File: src/rtl/pedestre_req.sv
// Pedestrian push-button front end: synchronizer, debouncer, 1 Hz timebase and a
// request latch with post-service lockout feeding the traffic-light controller.
module pedestre_req #(
    parameter int DEBOUNCE_CYCLES = 16,
    parameter int TICK_DIV        = 50000000,
    parameter int LOCKOUT_S       = 4
) (
    input  logic       clk,
    input  logic       reset,
    input  logic       botao,
    input  logic       atendido,
    output logic       tick_1hz,
    output logic       botao_limpo,
    output logic       pedestre,
    output logic [7:0] pedidos
);

    localparam int DB_W   = $clog2(DEBOUNCE_CYCLES + 1);
    localparam int TICK_W = $clog2(TICK_DIV);
    localparam int LOCK_W = $clog2(LOCKOUT_S + 1);

    localparam logic [DB_W-1:0]   DB_LAST   = DB_W'(DEBOUNCE_CYCLES - 1);
    localparam logic [TICK_W-1:0] TICK_LAST = TICK_W'(TICK_DIV - 1);
    localparam logic [LOCK_W-1:0] LOCK_LAST = LOCK_W'(LOCKOUT_S - 1);

    typedef enum logic [1:0] {
        OCIOSO   = 2'd0,
        PENDENTE = 2'd1,
        BLOQUEIO = 2'd2
    } estado_t;

    logic              sync_0;
    logic              sync_1;
    logic [DB_W-1:0]   db_cnt;
    logic              limpo_q;
    logic              press_evt;
    logic [TICK_W-1:0] tick_cnt;
    logic [LOCK_W-1:0] lock_cnt;
    estado_t           estado;

    // NOTE: non-blocking assignments make each stage sample its pre-edge value,
    // so the two flops form a real two-stage chain instead of collapsing into one.
    always_ff @(posedge clk or negedge reset) begin
        if (!reset) begin
            sync_0 <= 1'b0;
            sync_1 <= 1'b0;
        end else begin
            sync_0 <= botao;
            sync_1 <= sync_0;
        end
    end

    // A level change is accepted only after DEBOUNCE_CYCLES consecutive differing samples.
    always_ff @(posedge clk or negedge reset) begin
        if (!reset) begin
            db_cnt      <= '0;
            botao_limpo <= 1'b0;
            limpo_q     <= 1'b0;
        end else begin
            limpo_q <= botao_limpo;
            if (sync_1 != botao_limpo) begin
                if (db_cnt == DB_LAST) begin
                    botao_limpo <= sync_1;
                    db_cnt      <= '0;
                end else begin
                    db_cnt <= db_cnt + DB_W'(1);
                end
            end else begin
                db_cnt <= '0;
            end
        end
    end

    // Built only from registers, so the press event never sees botao combinationally.
    assign press_evt = botao_limpo & ~limpo_q;

    always_ff @(posedge clk or negedge reset) begin
        if (!reset) begin
            tick_cnt <= '0;
        end else if (tick_cnt == TICK_LAST) begin
            tick_cnt <= '0;
        end else begin
            tick_cnt <= tick_cnt + TICK_W'(1);
        end
    end

    assign tick_1hz = (tick_cnt == TICK_LAST);

    always_ff @(posedge clk or negedge reset) begin
        if (!reset) begin
            estado   <= OCIOSO;
            pedestre <= 1'b0;
            lock_cnt <= '0;
            pedidos  <= 8'd0;
        end else begin
            case (estado)
                OCIOSO: begin
                    if (press_evt) begin
                        estado   <= PENDENTE;
                        pedestre <= 1'b1;
                        if (pedidos != 8'hFF) begin
                            pedidos <= pedidos + 8'd1;
                        end
                    end else begin
                        pedestre <= 1'b0;
                    end
                end
                PENDENTE: begin
                    // Service wins over a coincident press, which is simply dropped.
                    if (atendido) begin
                        estado   <= BLOQUEIO;
                        pedestre <= 1'b0;
                        lock_cnt <= '0;
                    end else begin
                        pedestre <= 1'b1;
                    end
                end
                BLOQUEIO: begin
                    pedestre <= 1'b0;
                    if (tick_1hz) begin
                        if (lock_cnt == LOCK_LAST) begin
                            estado   <= OCIOSO;
                            lock_cnt <= '0;
                        end else begin
                            lock_cnt <= lock_cnt + LOCK_W'(1);
                        end
                    end
                end
                default: begin
                    estado   <= OCIOSO;
                    pedestre <= 1'b0;
                    lock_cnt <= '0;
                end
            endcase
        end
    end

endmodule

File: config.mk
export PLATFORM = sky130hd
export DESIGN_NAME = pedestre_req
export DESIGN_NICKNAME = d
export VERILOG_FILES = /design/src/rtl/pedestre_req.sv
export SDC_FILE = /design/constraint.sdc
export NUM_CORES = 1
export LEC_CHECK = 0
export BUFFER_PORTS_ARGS = -buffer_cell sky130_fd_sc_hd__buf_2
export CAP_MARGIN = 20
export CORE_ASPECT_RATIO = 0.5
export CORE_MARGIN = 10
export CORE_UTILIZATION = 45
export CTS_CLUSTER_SIZE = 16
export DETAILED_ROUTE_END_ITERATION = 16
export PLACE_DENSITY = 0.74
export SLEW_MARGIN = 20
export SYNTH_ARGS = -nofsm -noshare
export SYNTH_HDL_FRONTEND = slang
export SYNTH_SLANG_ARGS = --single-unit
File: constraint.sdc
create_clock -name clk -period 1.6 [get_ports clk]
set_input_delay 0.16 -clock clk [delete_from_list [all_inputs] [get_ports clk]]
set_output_delay 0.16 -clock clk [all_outputs]
set_load 0.01 [all_outputs]
# [Word-level counts from Yosys, hierarchy flattened]
# Cells that the tools add are included.
[op_classes] n_addsub=4 n_eq_ne=11 n_reduce_logical=5 n_mux=15 n_bitwise=3
[op_table] op="26-bit by 1-bit adder with 26-bit output, second input constant" n=1
[op_table] op="26-bit == test, second input constant" n=1
[op_table] op="26-bit 2-to-1 mux" n=1
[op_table] op="5-bit 2-to-1 mux" n=2
[op_table] op="3-bit 2-to-1 mux" n=3
[op_table] op="3-bit one-hot mux with 3 select lines" n=1
[op_table] op="8-bit by 1-bit adder with 8-bit output, second input constant" n=1
[op_table] op="2-bit 2-to-1 mux" n=4
[op_table] op="2-bit inequality test, second input constant" n=4
[op_table] op="8-bit inequality test, second input constant" n=1
[op_table] op="2-bit one-hot mux with 3 select lines" n=1
[op_table] op="3-bit AND reduction" n=2
[op_table] op="5-bit by 1-bit adder with 5-bit output, second input constant" n=1
[op_table] op="5-bit by 4-bit == test with 1-bit output, second input constant" n=1
[op_table] op="4-bit AND reduction" n=1
[op_table] op="3-bit by 1-bit adder with 3-bit output, second input constant" n=1
[op_table] op="3-bit by 2-bit == test with 1-bit output, second input constant" n=1
[op_table] op="2-bit by 1-bit == test with 1-bit output, second input constant" n=1
[op_table] op="2-bit == test, second input constant" n=1
[op_table] op="2-bit logical NOT" n=1
[op_table] op="1-bit 2-to-1 mux" n=2
[op_table] op="1-bit NOT" n=2
[op_table] op="1-bit one-hot mux with 2 select lines" n=1
[op_table] op="2-bit AND reduction" n=1
[op_table] op="other kinds (2)" n=2
[word_totals] in_bits=4 word_cells=48 output_inout_bits=11 register_bits=49

# [Longest topological paths before layout]
# Gate-level depths: netlist of the first run.
[depth] depth_word=4 depth_mapped=6

# [Worst setup path after synthesis of the first run]
# Ideal clock, no wire load.
[synth_timing] path_type="reg-to-reg" start="register tick_cnt[7]" end="register tick_cnt[21]" required_time_ps=1470 path_slack_ps=-130 stages_incl_launch_ff=6 n_path_buf=1 synth_period_minus_slack_ps=1730 arrival_time_ps=1600 path_cell_list="dfrtp_1 > nor4b_1 > nand4_1 > nor2_1 > buf_4 > a21oi_1"
[synth_between] elab_chain_len=2 elab_cells_between_ends=3 classes_between="1 x add/sub; 1 x eq/ne; 1 x mux"
[synth_lines] element="from (decl)" line_no="37" source="logic [TICK_W-1:0] tick_cnt;"
[synth_lines] element="from (signal assigned)" line_no="83" source="tick_cnt <= tick_cnt + TICK_W'(1);"
[synth_lines] element="26-bit == test"
[synth_lines] element="named net tick_1hz" line_no="12" source="output logic tick_1hz,"
[synth_lines] element="26-bit 2-to-1 mux" line_no="80" source="end else if (tick_cnt == TICK_LAST) begin"
# The timed path passes the listed nets, and every way through them passes these cells.
# A chain may end at the register's enable or synchronous reset.

# [Worst setup path in the final report of the first run]
[layout_timing] start="register tick_cnt[11]" end="register tick_cnt[19]"
[layout_between] elab_chain_len=2 elab_cells_between_ends=3 classes_between="1 x add/sub; 1 x eq/ne; 1 x mux"
[layout_lines] element="26-bit by 1-bit adder with 26-bit output or 26-bit == test (tied branches)" line_no="83, 80"
[layout_lines] element="26-bit 2-to-1 mux *" line_no="80"
# Every way passes the cells marked *; elsewhere a longest branch is shown, timed or not.

==> flow_summary.json, run 1 <==
{
  "run_status": "finished, violations left",
  "violations": "setup timing",
  "routed_wl_mm": 5.948,
  "drc": 0,
  "cts_buffer_depth": 2,
  "hold_viol_final": 0,
  "nets": 299,
  "synth.cell_area_um2": 2278,
  "cp_slowest_stage_delay_ns": 0.62,
  "num_rows": 18,
  "ys.flop_type": "dfrtp_1",
  "avgSynthCellArea_um2": 10.65,
  "initial_core_util_pct": 46.41,
  "htreeDepth": 2,
  "setup_tns_ns": -2.544,
  "grt_usage_pct": 12.32,
  "antenna_found_initial": 0,
  "vias_per_cell": 5.564,
  "regArea_um2": 1227,
  "grt_util_met3_pct": 2.406,
  "hold_path.class": "in2reg",
  "ys_ff_latch": 49,
  "finalCritPeriodShare_pct": 116.1,
  "fillers": 354,
  "core_area_um2": 4910,
  "synthTopCellsByArea": "dfrtp_1 (54%), xor2_1 (6.2%), nand3_1 (3.3%), xnor2_1 (3.1%), nor2_1 (2.6%)",
  "path_delay_family": "simple AND/OR/NAND/NOR gates",
  "grt_pass1_vias": 1871,
  "slew_viol_final": 0,
  "power.leakage_nw": 1.526,
  "die_x_um": 120.6,
  "synth.most_common_cell": "dfrtp_1",
  "max_slew_margin_pct": 76.40,
  "yosys-top-cells-count": "dfrtp_1 (49), nor2_1 (16), xor2_1 (16)",
  "fin_ws_ns": -0.2571,
  "io_buffers": 14,
  "holdWs_ns": 0.2093,
  "first_pass_iters": 5,
  "ant_nets": 0,
  "power_density_nw_per_um2": 641.7,
  "cts.sinks": 49,
  "timing.fmax_mhz": 538.5,
  "num_vias": 2014,
  "setup_viol": 21,
  "use_met2_pct": 20.58,
  "cap_violations": 0,
  "worst_pin_slew_ns": 0.3524,
  "fp.dieH_um": 70.32,
  "cts-root-buf": "clkbuf_8",
  "cts_tree": "done",
  "io_pins": 15,
  "synth_top_area_share_pct": 53.82,
  "finalClockSkew_ns": 0.01176,
  "gr-usage-met1_pct": 15.84,
  "rsz0062_at_grt": "yes",
  "cpMaxStageDelayCell": "or4b_4",
  "syn_nets": 222,
  "drive_gt1_share_pct": 38.70,
  "grt_max_degree": 50,
  "ir_worst_vdd_mv": 0.5673,
  "cp_cell_sequence": "buf_4 -> nand2_1 -> or4b_4 -> or3_1 -> a21oi_1",
  "cp.required_ns": 1.82,
  "synth_edf_count": 0,
  "period_needed_ns": 1.857,
  "yosys_warnings": 0,
  "busiest_layer": "met2",
  "multiInputGateArea_um2": 1186,
  "drtIter0Drc": 163,
  "antenna_cells": 0,
  "cts.clk_slew.worst_paths_ns": 0.09,
  "ys_types": 34,
  "synth_cells": 214,
  "grt.overflow.total": 0,
  "ys_async_sr_fraction_pct": 100.0,
  "cts_buffers": 5,
  "crit_path_end_kind": "flop",
  "hpwl_mm": 3.675,
  "cp-start-kind": "flop",
  "grt_pass1_wl_mm": 8.811,
  "synth_seq_area_share_pct": 53.82,
  "path_buf_inv": 1,
  "worstSkewPairLatency_ns": 0.30,
  "cp_max_fo": 8,
  "synth_top_area_cell": "dfrtp_1",
  "finalWeightedCongestion": 0.8415,
  "crit_type": "reg2reg",
  "wl_per_cell_um": 16.43,
  "dieArea_um2": 8482,
  "arrival_ns": 2.08,
  "areaGrowthSynthToFinish_pct": 38.44
}
-- state kept, by name, indices dropped and copies added, names as in the netlist --
| name | flops |
|---|---|
| pedidos | 8 |
| sync_1 | 1 |
| sync_0 | 1 |
| tick_cnt | 26 |
| limpo_q | 1 |
| db_cnt | 5 |
| pedestre | 1 |
| estado | 2 |
| botao_limpo | 1 |
| lock_cnt | 3 |
-- cell usage in the layout (no fill, tap or decap), types with 2 or more instances in the layout --
cell type	Yosys	final
o211ai_1	6	6
nor2_1	16	15
nand3_1	15	13
o31ai_1	6	3
or4_1	7	4
buf_2	1	13
nand2_1	15	13
clkbuf_8	0	5
buf_4	1	51
and2_1	4	3
o31ai_2	0	3
dfrtp_1	49	48
nor4b_2	0	2
nor3_1	3	2
buf_6	0	5
dlygate4sd3_1	0	2
and3_1	6	3
a21oi_2	0	3
ha_1	4	3
o21ai_0	8	7
or2_2	2	2
and3_4	0	3
nor4b_4	0	2
or4_4	0	3
xnor2_1	8	8
nand3_2	1	3
nand4_1	6	6
or3_1	4	3
a21oi_1	10	7
mux2_2	2	2
inv_1	7	7
and4_1	4	2
clkinv_2	0	2
xor2_1	16	16
-- cell families after synthesis --
group	Yosys count	synth area share, %
AO/OA/AOI/OAI	33	8.896
XOR/XNOR	24	9.226
adder cells (fa/ha/maj)	4	2.197
buffers and inverters	9	1.702
flip-flops	49	53.82
multiplexers	2	0.9884
AND/OR/NAND/NOR	93	23.17
-- worst paths after layout --
path | depth (start not counted) | start | slack (ns) | to
max | 5 | tick_cnt[11] | -0.26 | tick_cnt[19]
min in group asynchronous | 3 | reset | 0.39 | tick_cnt[22]
min | 3 | atendido | 0.21 | estado[1]
max reg2reg | 5 | tick_cnt[11] | -0.26 | tick_cnt[19]
max in group asynchronous | 3 | reset | 0.97 | tick_cnt[7]
min reg2reg | 0 | sync_0 | 0.36 | sync_1
-- per-layer routing --
metal	vias up	share of wire (%)
met5	-	0
met1	1006	43
met2	63	49
met3	20	5.2
met4	0	2.5
li1	925	-
-- report_power, final --
group,internal (mW),switching [mW],total (mW)
logic,0.0244,0.0398,0.0642
registers,1.25,0.00860,1.26
clock network,0.304,0.398,0.702
-- metrics by stage --
step | cell area, um2 | utilization [%] | total power [mW] | instances | worst slack [ns]
floorplan | 2310 | - | 1.302 | 214 | 0.001848
global placement | 2790 | 56.83 | 1.339 | 339 | -0.06016
detailed placement | 2790 | 56.83 | 1.343 | 339 | -0.09071
CTS | 3009 | 61.29 | 2.033 | 359 | -0.1649
global route | 3154 | 64.25 | 2.106 | 362 | -0.2997
finish | 3154 | 64.25 | 2.024 | 362 | -0.2571
-- cell type report --
class                      instances  area share (%)
sequential                        49           38.91
multi-input combinational        156           37.60
timing repair buffer              72           17.26
tap                               70           2.777
clock buffer                       6           2.301
inverter                           7          0.8330
clock inverter                     2          0.3173
-- worst register-to-register path, cell delays in order (launching register included) --
cell     delay [ns]
dfrtp_1        0.42
buf_4          0.14
nand2_1        0.09
or4b_4         0.62
or3_1          0.35
a21oi_1        0.16
-- repair_timing --
item,4_1_cts,5_1_grt
setup endpoints to repair,21,30
setup buffers,10,5
gates resized for setup,10,26
hold buffers,2,0
hold endpoints to repair,50,0
pin swaps,12,21
Power figures use the tool's default switching activity.
==> run 2, diff against run 1 <==
- CELL_PAD_IN_SITES_DETAIL_PLACEMENT: not set -> 1
- CELL_PAD_IN_SITES_GLOBAL_PLACEMENT: not set -> 2
- CORE_UTILIZATION: 45 -> 35
- CTS_CLUSTER_DIAMETER: not set -> 60
- PLACE_DENSITY: 0.74 -> 0.83
==> flow_summary.json, run 2 (same netlist as run 1, synthesis figures left out) <==
{
  "run_status": "finished, violations left",
  "violations": "setup timing",
  "drtIter0Drc": 132,
  "largest_register_ffs": 26,
  "nets": 306,
  "cts_buffers": 5,
  "grt_usage_pct": 15.00,
  "worstSkewPairLatency_ns": 0.29,
  "period_needed_ns": 1.788,
  "core_area_um2": 6181,
  "cp_max_fo": 4,
  "grt_util_met3_pct": 2.471,
  "use_met2_pct": 25.05,
  "first_pass_iters": 4,
  "slew_viol_final": 0,
  "timing.fmax_mhz": 559.4,
  "regArea_um2": 1231,
  "routed_wl_mm": 7.861,
  "grt_max_degree": 50,
  "antenna_cells": 0,
  "utilization_pct": 53.68,
  "finalCritPeriodShare_pct": 111.7,
  "hold_path.class": "in2reg",
  "hold_viol_final": 0,
  "finalClockSkew_ns": 0.007714,
  "hpwl_mm": 4.510,
  "reg_top3": "tick_cnt: 26 flops, pedidos: 8 flops, db_cnt: 5 flops",
  "grt.overflow.total": 0,
  "max_slew_margin_pct": 77.15,
  "wl_per_cell_um": 20.31,
  "num_rows": 20,
  "setup_viol": 18,
  "busiest_layer": "met2",
  "htreeDepth": 2,
  "largest_register": "tick_cnt",
  "antenna_found_initial": 0,
  "cts_tree": "done",
  "cts_buffer_depth": 2,
  "rsz0062_at_grt": "yes",
  "finalWeightedCongestion": 0.8425,
  "stdcell_count": 387,
  "io_pins": 15,
  "gr-usage-met1_pct": 19.30,
  "cts-root-buf": "clkbuf_16",
  "placed_cells": 364,
  "fin_ws_ns": -0.1876,
  "io_buffers": 14,
  "worst_pin_slew_ns": 0.3412,
  "cts.clk_slew.worst_paths_ns": 0.07,
  "vias_per_cell": 5.274,
  "cts.sinks": 49,
  "grt_pass1_wl_mm": 12.52,
  "final_cell_mix": "buf_4 (55), dfrtp_1 (45), xor2_1 (16)",
  "power_density_nw_per_um2": 718.2,
  "ant_nets": 0,
  "power.leakage_nw": 1.549,
  "die_x_um": 134.1,
  "crit_path_end_kind": "output pin",
  "cp.required_ns": 1.44,
  "cp-start-kind": "flop",
  "layout_commonest_cell": "buf_4",
  "dieArea_um2": 10330,
  "num_vias": 2041,
  "drive_gt1_share_pct": 42.47,
  "p_total_mw": 2.383,
  "multiInputGateArea_um2": 1200,
  "fp.dieH_um": 77.05,
  "initial_core_util_pct": 36.86,
  "areaGrowthSynthToFinish_pct": 45.63,
  "fillers": 677,
  "cap_violations": 0,
  "crit_type": "reg2out",
  "arrival_ns": 1.63,
  "ir_worst_vdd_mv": 0.4536,
  "grt_pass1_vias": 2244,
  "drc": 0
}
[run 2: cell types whose count changed in the layout (fill, tap and decap cells not counted), moves of 3 or more]
cell       change
a21oi_1        -4
clkbuf_16      +5
dfrtp_2        +3
clkbuf_8       -5
buf_6          +3
dfrtp_1        -3
o31ai_2        -3
buf_4          +4
a21oi_2        +3
[run 2: cell type report]
| cell class | instances | area share [%] |
|---|---|---|
| sequential | 49 | 37.10 |
| multi-input combinational | 156 | 36.16 |
| timing repair buffer | 79 | 18.33 |
| clock buffer | 5 | 3.771 |
| tap | 88 | 3.318 |
| inverter | 7 | 0.7919 |
| clock inverter | 3 | 0.5279 |
[run 2: per-stage QoR]
step	area, um2	hold WS (ns)	worst slack [ns]	TNS (ns)
2_1_floorplan	2310	-0.1356	0.001848	0
3_3_place_gp	2865	0.1629	-0.07427	-0.1843
3_5_place_dp	2865	0.1713	-0.09390	-0.6984
4_1_cts	3206	0.1997	-0.1431	-1.304
5_1_grt	3318	0.2896	-0.2432	-3.179
6_report	3318	0.2756	-0.1876	-2.055
[run 2: repair_timing]
action                                  4_1_cts  5_1_grt
pin swaps                                    18       14
gates cloned                                  0        0
endpoints found under the setup margin       15       26
endpoints found under the hold margin        50        0
buffers inserted                             10        7
gates resized for setup                      26       19
hold buffers                                  2        0
[run 2: per-layer routing]
metal | vias to the layer above | routed length, um
met5 | - | 0
met4 | 0 | 107
met3 | 8 | 174
met2 | 40 | 3919
met1 | 1051 | 3659
li1 | 942 | -
[run 2: path summary, 6_finish.rpt]
kind	from	to	slack [ns]	depth (start not counted)
worst max-delay path	tick_cnt[10]	tick_1hz	-0.19	5
worst min-delay path	atendido	estado[1]	0.28	3
worst max register to register	tick_cnt[10]	lock_cnt[0]	-0.16	6
worst min register to register	sync_0	sync_1	0.36	0
max in group asynchronous	reset	tick_cnt[7]	0.95	3
min in group asynchronous	reset	tick_cnt[9]	0.39	3
[run 2: worst max-delay path: stages (launching register included)]
cell,delay (ns)
dfrtp_2,0.45
nor4b_2,0.28
nand4_1,0.18
nor2_2,0.21
buf_6,0.13
buf_6,0.09
[run 2: power breakdown]
part           switching (mW)  internal [mW]
sequential            0.00929           1.25
combinational          0.0446         0.0252
clock                   0.479          0.575
total                   0.533           1.85
